$ cat src/rtl/tree_loader_if.sv
// tree_loader_if: node stream and treeval sideband bundle for tree_loader.
//   master (loader side): takes in_valid/in_node, drives in_ready and all
//                         mem_*/conf_* write signals.
//   slave  (host + treeval side): drives in_valid/in_node, observes the rest.
//   in_valid/in_ready/in_node       packed-node stream, transfer = valid & ready
//   mem_par/act/rew/weight          one-hot field write strobes
//   mem_addr, mem_data              target node address and field payload
//   conf_nodes, conf_data           node-count config write
interface tree_loader_if #(
    parameter int unsigned NODE_SIZE = 32,
    parameter int unsigned W_ADDR    = 10,
    parameter int unsigned W_DATA    = 10
) ();
    logic                 in_valid;
    logic                 in_ready;
    logic [NODE_SIZE-1:0] in_node;
    logic                 mem_par;
    logic                 mem_act;
    logic                 mem_rew;
    logic                 mem_weight;
    logic [W_ADDR-1:0]    mem_addr;
    logic [W_DATA-1:0]    mem_data;
    logic                 conf_nodes;
    logic [W_DATA-1:0]    conf_data;

    modport master (
        input  in_valid, in_node,
        output in_ready, mem_par, mem_act, mem_rew, mem_weight,
               mem_addr, mem_data, conf_nodes, conf_data
    );

    modport slave (
        output in_valid, in_node,
        input  in_ready, mem_par, mem_act, mem_rew, mem_weight,
               mem_addr, mem_data, conf_nodes, conf_data
    );
endinterface

$ cat src/rtl/tree_loader.sv
// tree_loader: writer side of the treeval node/config sideband. Accepts packed
// 32-bit nodes in address order 0..N-1 and unpacks each into four one-cycle
// field writes (parent, action+strat, reward, weight), preceded by a single
// node-count config write. All outputs are registered.
//   clk, rst   clock, synchronous active-high reset
//   start      begin a load (IDLE only); cfg_nodes (2..1023) latched with it
//   bus        tree_loader_if.master: node stream in, sideband writes out
//   busy       load in progress
//   done       one-cycle pulse after the last field write of a load
//   err        sticky parent-order error, cleared by rst or an accepted start
// Optional feature macro: TREE_LOADER_PARENT_CHECK_EN. When defined, a node at
// addr>0 whose parent is >= its own address aborts the load: no parent write,
// err is set and the load ends through FIN. When undefined err is tied low.
module tree_loader #(
    localparam int unsigned NODE_SIZE = 32,
    localparam int unsigned W_ADDR    = 10,
    localparam int unsigned W_DATA    = 10
) (
    input  logic              clk,
    input  logic              rst,
    input  logic              start,
    input  logic [W_ADDR-1:0] cfg_nodes,
    tree_loader_if.master     bus,
    output logic              busy,
    output logic              done,
    output logic              err
);
    // Packed node field positions
    localparam int unsigned PAR_LSB   = 22;
    localparam int unsigned ACT_LSB   = 19;
    localparam int unsigned ACT_W     = 3;
    localparam int unsigned STRAT_BIT = 18;
    localparam int unsigned REW_LSB   = 8;
    localparam int unsigned WGT_W     = 8;
    localparam logic [W_DATA-1:0] ROOT_PARENT = W_DATA'(10'h3FF);

    typedef enum logic [2:0] {
        IDLE, CONF, WAIT, PAR, ACT, REW, WGT, FIN
    } state_t;

    state_t                state_q, state_n;
    logic [W_ADDR-1:0]     addr_q, addr_n;
    logic [W_ADDR-1:0]     nodes_q, nodes_n;
    logic [NODE_SIZE-1:0]  node_q, node_n;
    logic                  xfer;
    logic                  bad_cur, bad_nxt;

    logic                  in_ready_n;
    logic                  par_n, act_n, rew_n, wgt_n, conf_n;
    logic [W_ADDR-1:0]     mem_addr_n;
    logic [W_DATA-1:0]     mem_data_n;
    logic [W_DATA-1:0]     conf_data_n;

    assign xfer = bus.in_valid & bus.in_ready;

    // Parent-order check on the node being written (cur) and the node about to
    // enter PAR (nxt); the latter suppresses the parent strobe before it is issued.
`ifdef TREE_LOADER_PARENT_CHECK_EN
    logic err_q, err_n;

    assign bad_cur = (addr_q != '0) && (node_q[PAR_LSB +: W_ADDR] >= addr_q);
    assign bad_nxt = (addr_n != '0) && (node_n[PAR_LSB +: W_ADDR] >= addr_n);
    assign err     = err_q;
`else
    assign bad_cur = 1'b0;
    assign bad_nxt = 1'b0;
    assign err     = 1'b0;
`endif

    // Next-state and next-output logic
    always_comb begin
        state_n = state_q;
        addr_n  = addr_q;
        nodes_n = nodes_q;
        node_n  = node_q;
`ifdef TREE_LOADER_PARENT_CHECK_EN
        err_n   = err_q;
`endif

        unique case (state_q)
            IDLE: begin
                if (start && (cfg_nodes >= W_ADDR'(2))) begin
                    nodes_n = cfg_nodes;
                    addr_n  = '0;
`ifdef TREE_LOADER_PARENT_CHECK_EN
                    err_n   = 1'b0;
`endif
                    state_n = CONF;
                end
            end
            CONF: state_n = WAIT;
            WAIT: begin
                if (xfer) begin
                    node_n  = bus.in_node;
                    state_n = PAR;
                end
            end
            PAR: begin
                if (bad_cur) begin
`ifdef TREE_LOADER_PARENT_CHECK_EN
                    err_n   = 1'b1;
`endif
                    state_n = FIN;
                end else begin
                    state_n = ACT;
                end
            end
            ACT: state_n = REW;
            REW: state_n = WGT;
            WGT: begin
                if (addr_q == (nodes_q - W_ADDR'(1))) begin
                    state_n = FIN;
                end else begin
                    addr_n = addr_q + W_ADDR'(1);
                    if (xfer) begin
                        node_n  = bus.in_node;
                        state_n = PAR;
                    end else begin
                        state_n = WAIT;
                    end
                end
            end
            FIN:     state_n = IDLE;
            default: state_n = IDLE;
        endcase

        // Outputs are registered from the next state so they align with it
        in_ready_n  = (state_n == WAIT) ||
                      ((state_n == WGT) && (addr_n != (nodes_n - W_ADDR'(1))));
        par_n       = (state_n == PAR) && !bad_nxt;
        act_n       = (state_n == ACT);
        rew_n       = (state_n == REW);
        wgt_n       = (state_n == WGT);
        conf_n      = (state_n == CONF);

        mem_addr_n  = bus.mem_addr;
        mem_data_n  = bus.mem_data;
        conf_data_n = bus.conf_data;

        // Address/data move only together with a field strobe
        if (par_n || act_n || rew_n || wgt_n) begin
            mem_addr_n = addr_n;
        end
        if (par_n) begin
            mem_data_n = (addr_n == '0) ? ROOT_PARENT
                                        : W_DATA'(node_n[PAR_LSB +: W_ADDR]);
        end else if (act_n) begin
            mem_data_n = W_DATA'({node_n[STRAT_BIT], node_n[ACT_LSB +: ACT_W]});
        end else if (rew_n) begin
            mem_data_n = W_DATA'(node_n[REW_LSB +: W_DATA]);
        end else if (wgt_n) begin
            mem_data_n = (addr_n == '0) ? '0 : W_DATA'(node_n[WGT_W-1:0]);
        end
        if (conf_n) begin
            conf_data_n = W_DATA'(nodes_n);
        end
    end

    // State and output registers
    always_ff @(posedge clk) begin
        if (rst) begin
            state_q        <= IDLE;
            addr_q         <= '0;
            nodes_q        <= '0;
            node_q         <= '0;
            bus.in_ready   <= 1'b0;
            bus.mem_par    <= 1'b0;
            bus.mem_act    <= 1'b0;
            bus.mem_rew    <= 1'b0;
            bus.mem_weight <= 1'b0;
            bus.mem_addr   <= '0;
            bus.mem_data   <= '0;
            bus.conf_nodes <= 1'b0;
            bus.conf_data  <= '0;
            busy           <= 1'b0;
            done           <= 1'b0;
        end else begin
            state_q        <= state_n;
            addr_q         <= addr_n;
            nodes_q        <= nodes_n;
            node_q         <= node_n;
            bus.in_ready   <= in_ready_n;
            bus.mem_par    <= par_n;
            bus.mem_act    <= act_n;
            bus.mem_rew    <= rew_n;
            bus.mem_weight <= wgt_n;
            bus.mem_addr   <= mem_addr_n;
            bus.mem_data   <= mem_data_n;
            bus.conf_nodes <= conf_n;
            bus.conf_data  <= conf_data_n;
            busy           <= (state_n != IDLE);
            done           <= (state_n == FIN);
        end
    end

`ifdef TREE_LOADER_PARENT_CHECK_EN
    // Sticky error flag
    always_ff @(posedge clk) begin
        if (rst) begin
            err_q <= 1'b0;
        end else begin
            err_q <= err_n;
        end
    end
`endif

endmodule

$ cat src/flat_wrapper.sv
// flat-port wrapper written by rule: the top's interface ports become plain ports
module tree_loader_flat 
#(
    localparam int unsigned NODE_SIZE = 32,
    localparam int unsigned W_ADDR    = 10,
    localparam int unsigned W_DATA    = 10
)
  (clk, rst, start, cfg_nodes, busy, done, err, bus_in_valid, bus_in_node, bus_in_ready, bus_mem_par, bus_mem_act, bus_mem_rew, bus_mem_weight, bus_mem_addr, bus_mem_data, bus_conf_nodes, bus_conf_data);
  tree_loader_if bus_i ();
  input  logic clk;
  input  logic rst;
  input  logic start;
  input  logic [W_ADDR-1:0] cfg_nodes;
  output logic busy;
  output logic done;
  output logic err;
  input wire logic [$bits(bus_i.in_valid)-1:0] bus_in_valid;
  input wire logic [$bits(bus_i.in_node)-1:0] bus_in_node;
  output wire logic [$bits(bus_i.in_ready)-1:0] bus_in_ready;
  output wire logic [$bits(bus_i.mem_par)-1:0] bus_mem_par;
  output wire logic [$bits(bus_i.mem_act)-1:0] bus_mem_act;
  output wire logic [$bits(bus_i.mem_rew)-1:0] bus_mem_rew;
  output wire logic [$bits(bus_i.mem_weight)-1:0] bus_mem_weight;
  output wire logic [$bits(bus_i.mem_addr)-1:0] bus_mem_addr;
  output wire logic [$bits(bus_i.mem_data)-1:0] bus_mem_data;
  output wire logic [$bits(bus_i.conf_nodes)-1:0] bus_conf_nodes;
  output wire logic [$bits(bus_i.conf_data)-1:0] bus_conf_data;
  assign bus_i.in_valid = bus_in_valid;
  assign bus_i.in_node = bus_in_node;
  assign bus_in_ready = bus_i.in_ready;
  assign bus_mem_par = bus_i.mem_par;
  assign bus_mem_act = bus_i.mem_act;
  assign bus_mem_rew = bus_i.mem_rew;
  assign bus_mem_weight = bus_i.mem_weight;
  assign bus_mem_addr = bus_i.mem_addr;
  assign bus_mem_data = bus_i.mem_data;
  assign bus_conf_nodes = bus_i.conf_nodes;
  assign bus_conf_data = bus_i.conf_data;
  tree_loader u_core (.clk(clk), .rst(rst), .start(start), .cfg_nodes(cfg_nodes), .bus(bus_i), .busy(busy), .done(done), .err(err));
endmodule
$ cat config.mk
export PLATFORM = sky130hd
export DESIGN_NAME = tree_loader_flat
export DESIGN_NICKNAME = d
export VERILOG_FILES = /design/src/rtl/tree_loader_if.sv /design/src/rtl/tree_loader.sv /design/src/flat_wrapper.sv
export SDC_FILE = /design/constraint.sdc
export NUM_CORES = 1
export LEC_CHECK = 0
export CORE_UTILIZATION = 45
export DETAILED_ROUTE_END_ITERATION = 16
export HOLD_SLACK_MARGIN = 0.15
export PLACE_DENSITY_LB_ADDON = 0.12
export SETUP_SLACK_MARGIN = 0.1
export SLEW_MARGIN = 25
export SYNTH_ARGS = -nofsm -noshare
export SYNTH_HDL_FRONTEND = slang
export SYNTH_SLANG_ARGS = --single-unit
$ cat constraint.sdc
create_clock -name clk -period 5.35 [get_ports clk]
set_clock_uncertainty 0.15 [all_clocks]
set_input_delay 0.535 -clock clk [delete_from_list [all_inputs] [get_ports clk]]
set_output_delay 0.535 -clock clk [all_outputs]
set_load 0.05 [all_outputs]
==> results.md <==
* Syn avg cell area at 8.84 um^2
* Hold_buf cts at 0
* Syn Nets at 596
* DR vias at around 4100
* Sequential fraction of the synthesis area at 38.8%
* Post-synth cell types at 67
* Initial Util at a little under half
* Nets at 656
* Residual DRC at 0
* Worst path required time at 5.51 ns
* DRT Pass-1 Iters at 4
* FP Rows at 37
* Yosys warns at 0
* ANT cells at 0
* Post-CTS setup buffer count at 0
* RD Place Congestion at 0.853
* Sum Neg Setup Slack at 0 ns
* Number of max-cap violations at 0
* IO Count at 85
* CTS buffer count at 9
* DR iter-0 viols at 202
* Buffers added on ports at between 80 and 90
* Die H at 105 um
* Final setup fails at 0
* Dominant synthesized flop cell: dfxtp_1
* Pwr Density at 480 nW/um^2
* CTS H-Tree Depth at 3
* Clk sink count at 93
* Layout cell share with drive strength beyond 1 at 9.05%
* Synth area leaders: dfxtp_1 (39%), mux2i_1 (11%), nor2_1 (7.8%), a211oi_1 (3.8%), xnor2_1 (3.3%)
* GRT Total Usage at between 20% and 30%
* Core Box Area at 10300 um^2
* Max-slew violation count at 0
* Syn Std Cell Area at 4800 um^2
* CP Max Fanout at 27
* Antenna Violating Nets Remaining at 0
* Post-CTS Resized at 0
* Status: finished, final reports clean
* Post-synth ARST share at 0%
* Arr. time, crit path at 4.51 ns
* Max rail drop VDD at 0.251 mV
* Design area at 5850 um^2
* Post-Syn Instances at 543
* Chip Width at around 110 um
* Tcrit/Tclk final at a little over 80%
* Hold Slack at around 0.35 ns
* Total grt overflow at 0
* Clock slew seen by the registers of the worst setup and hold paths at 0.09 ns
* Count of state elements after synthesis at 93
* Final Hold Fails at 0
* Clock Latency Late Sink at 0.36 ns
* Post-DP Area at 5670 um^2
* P_leak at around 2.1 nW
* Worst Max-Slew Pin Slew at roughly 0.77 ns
* First-pass GRT wire length at 19900 um
* Clk buf depth at 2
* Multi-input gate area in the final layout at 2700 um^2
* Via/cell ratio at 5.50
* Kind of end point of the critical path: flip-flop
* Count leader, synth: nor2_1
* RSZ-0062 raised after global routing: false
* Placed wire-length estimate at 8830 um
* Post-Route Utilization at 56.6%
* Filler cell count in the final layout at 912
* Cell taking the most area after synthesis: dfxtp_1
* Die footprint at roughly 11000 um^2
* Avg WL per Cell at 16.2 um
* Hold WC Path Type: flip-flop to flip-flop
* Post-synth EDFFs at 0
* CTS tree: built
* Critical path class: flip-flop to flip-flop
* Top-area cell type share of the netlist area at 38.8%
* P&R area growth vs syn at 21.8%
* Post-route minimum period at approximately 4.4 ns
* Achievable Freq at around 230 MHz
* Worst Setup Start Kind: flip-flop
* Total wire length at 12000 um
* Vias in the first global route at a little under 4000
* Top cells by count, synth: nor2_1 (100), dfxtp_1 (93), mux2i_1 (53)
* Max_slew headroom at between 40% and 50%
* Largest net degree at the start of global routing at 60
* Initial antenna violation count at 0
* FF/Latch Area at ~1900 um^2
* Root Buffer: clkbuf_8
==> stage by stage <==
step,cells,setup slack [ns],power [mW]
global route,744,0.708,2.99
detailed placement,728,0.932,2.37
finish,744,0.999,2.80
global placement,728,1.10,2.33
floorplan,543,1.26,2.00
CTS,744,1.03,2.82
==> worst paths after layout <==
kind	from	slack, ns	depth (start not counted)	endpoint
worst min-delay path	u_core.node_q[3]	0.35	2	u_core.node_q[3]
worst max-delay path	u_core.nodes_q[3]	1.0	11	u_core.bus.mem_data[3]
worst max register to register	u_core.nodes_q[3]	1.0	11	u_core.bus.mem_data[3]
worst min register to register	u_core.node_q[3]	0.35	2	u_core.node_q[3]
==> worst max-delay path: stages, from the launching register on <==
cell	delay [ns]
dfxtp_1	0.39
or4_4	0.61
a211oi_1	0.32
or4_1	0.17
nand4_2	0.34
a31o_2	0.38
o22ai_1	0.37
and2_1	0.59
or2_1	0.18
buf_4	0.29
nor2b_1	0.31
a31o_1	0.19
==> cell usage in the layout (no fill, tap or decap), types with 3 or more instances in the layout <==
cell and instances:
mux2_2 7, nor2b_1 5, nor3_1 9, a21oi_1 10, a31o_1 5, mux2i_1 53
dfxtp_1 93, a211oi_1 24, xor2_1 8, inv_1 10, a31oi_1 3, or2_2 4
or3_1 3, or4_1 6, ha_1 7, clkbuf_8 11, a31o_2 5, o21ai_0 12
xnor2_1 18, clkdlybuf4s50_1 82, nor4_1 6, a221o_1 5, nand3_1 9, nor3b_1 5
buf_4 10, o31a_1 4, nand2_1 37, o211ai_1 3, nor2_1 100, clkbuf_1 3
==> area by class of cell <==
class,count,area share [%]
Clock buffer,14,2.78
Clock inverter,2,0.278
Inverter,10,0.642
Multi-Input combinational cell,396,46.1
Sequential cell,93,31.8
Tap cell,136,2.91
Timing Repair Buffer,93,15.4
==> flip-flops by register name, summed over array words and instances, names as in the netlist <==
name / cells
u_core.busy: 1
u_core.bus.mem_act: 1
u_core.nodes_q: 10
u_core.bus.mem_weight: 1
u_core.addr_q: 10
u_core.bus.mem_rew: 1
u_core.bus.mem_data: 10
u_core.bus.mem_par: 1
u_core.state_q: 3
u_core.bus.conf_nodes: 1
u_core.bus.conf_data: 10
u_core.done: 1
u_core.bus.mem_addr: 10
u_core.node_q: 32
u_core.bus.in_ready: 1
==> where the power goes <==
| group | switching, mW | internal, mW |
|---|---|---|
| Clock | 0.244 | 0.197 |
| Sequential | 0.0809 | 0.796 |
| Combinational | 0.926 | 0.560 |
==> logic make-up after synthesis <==
kind of cell             share of synthesized area [%]
AO/OA/AOI/OAI                                     15.5
other                                           0.0781
multiplexers                                      12.9
AND/OR/NAND/NOR                                   20.6
buffers and inverters                             5.58
flip-flops                                        38.8
XOR/XNOR                                          4.74
adder cells (fa/ha/maj)                           1.82
==> routing by layer <==
metal / wire length, um / global-route usage, % / vias up
met5: 0 / 0 / -
met1: 6020 / 32.9 / 1941
met3: 522 / 3.77 / 10
met4: 142 / 7.24 / 0
met2: 5360 / 34.3 / 105
li1: - / - / 2038
(Power assumes the default switching activity.)
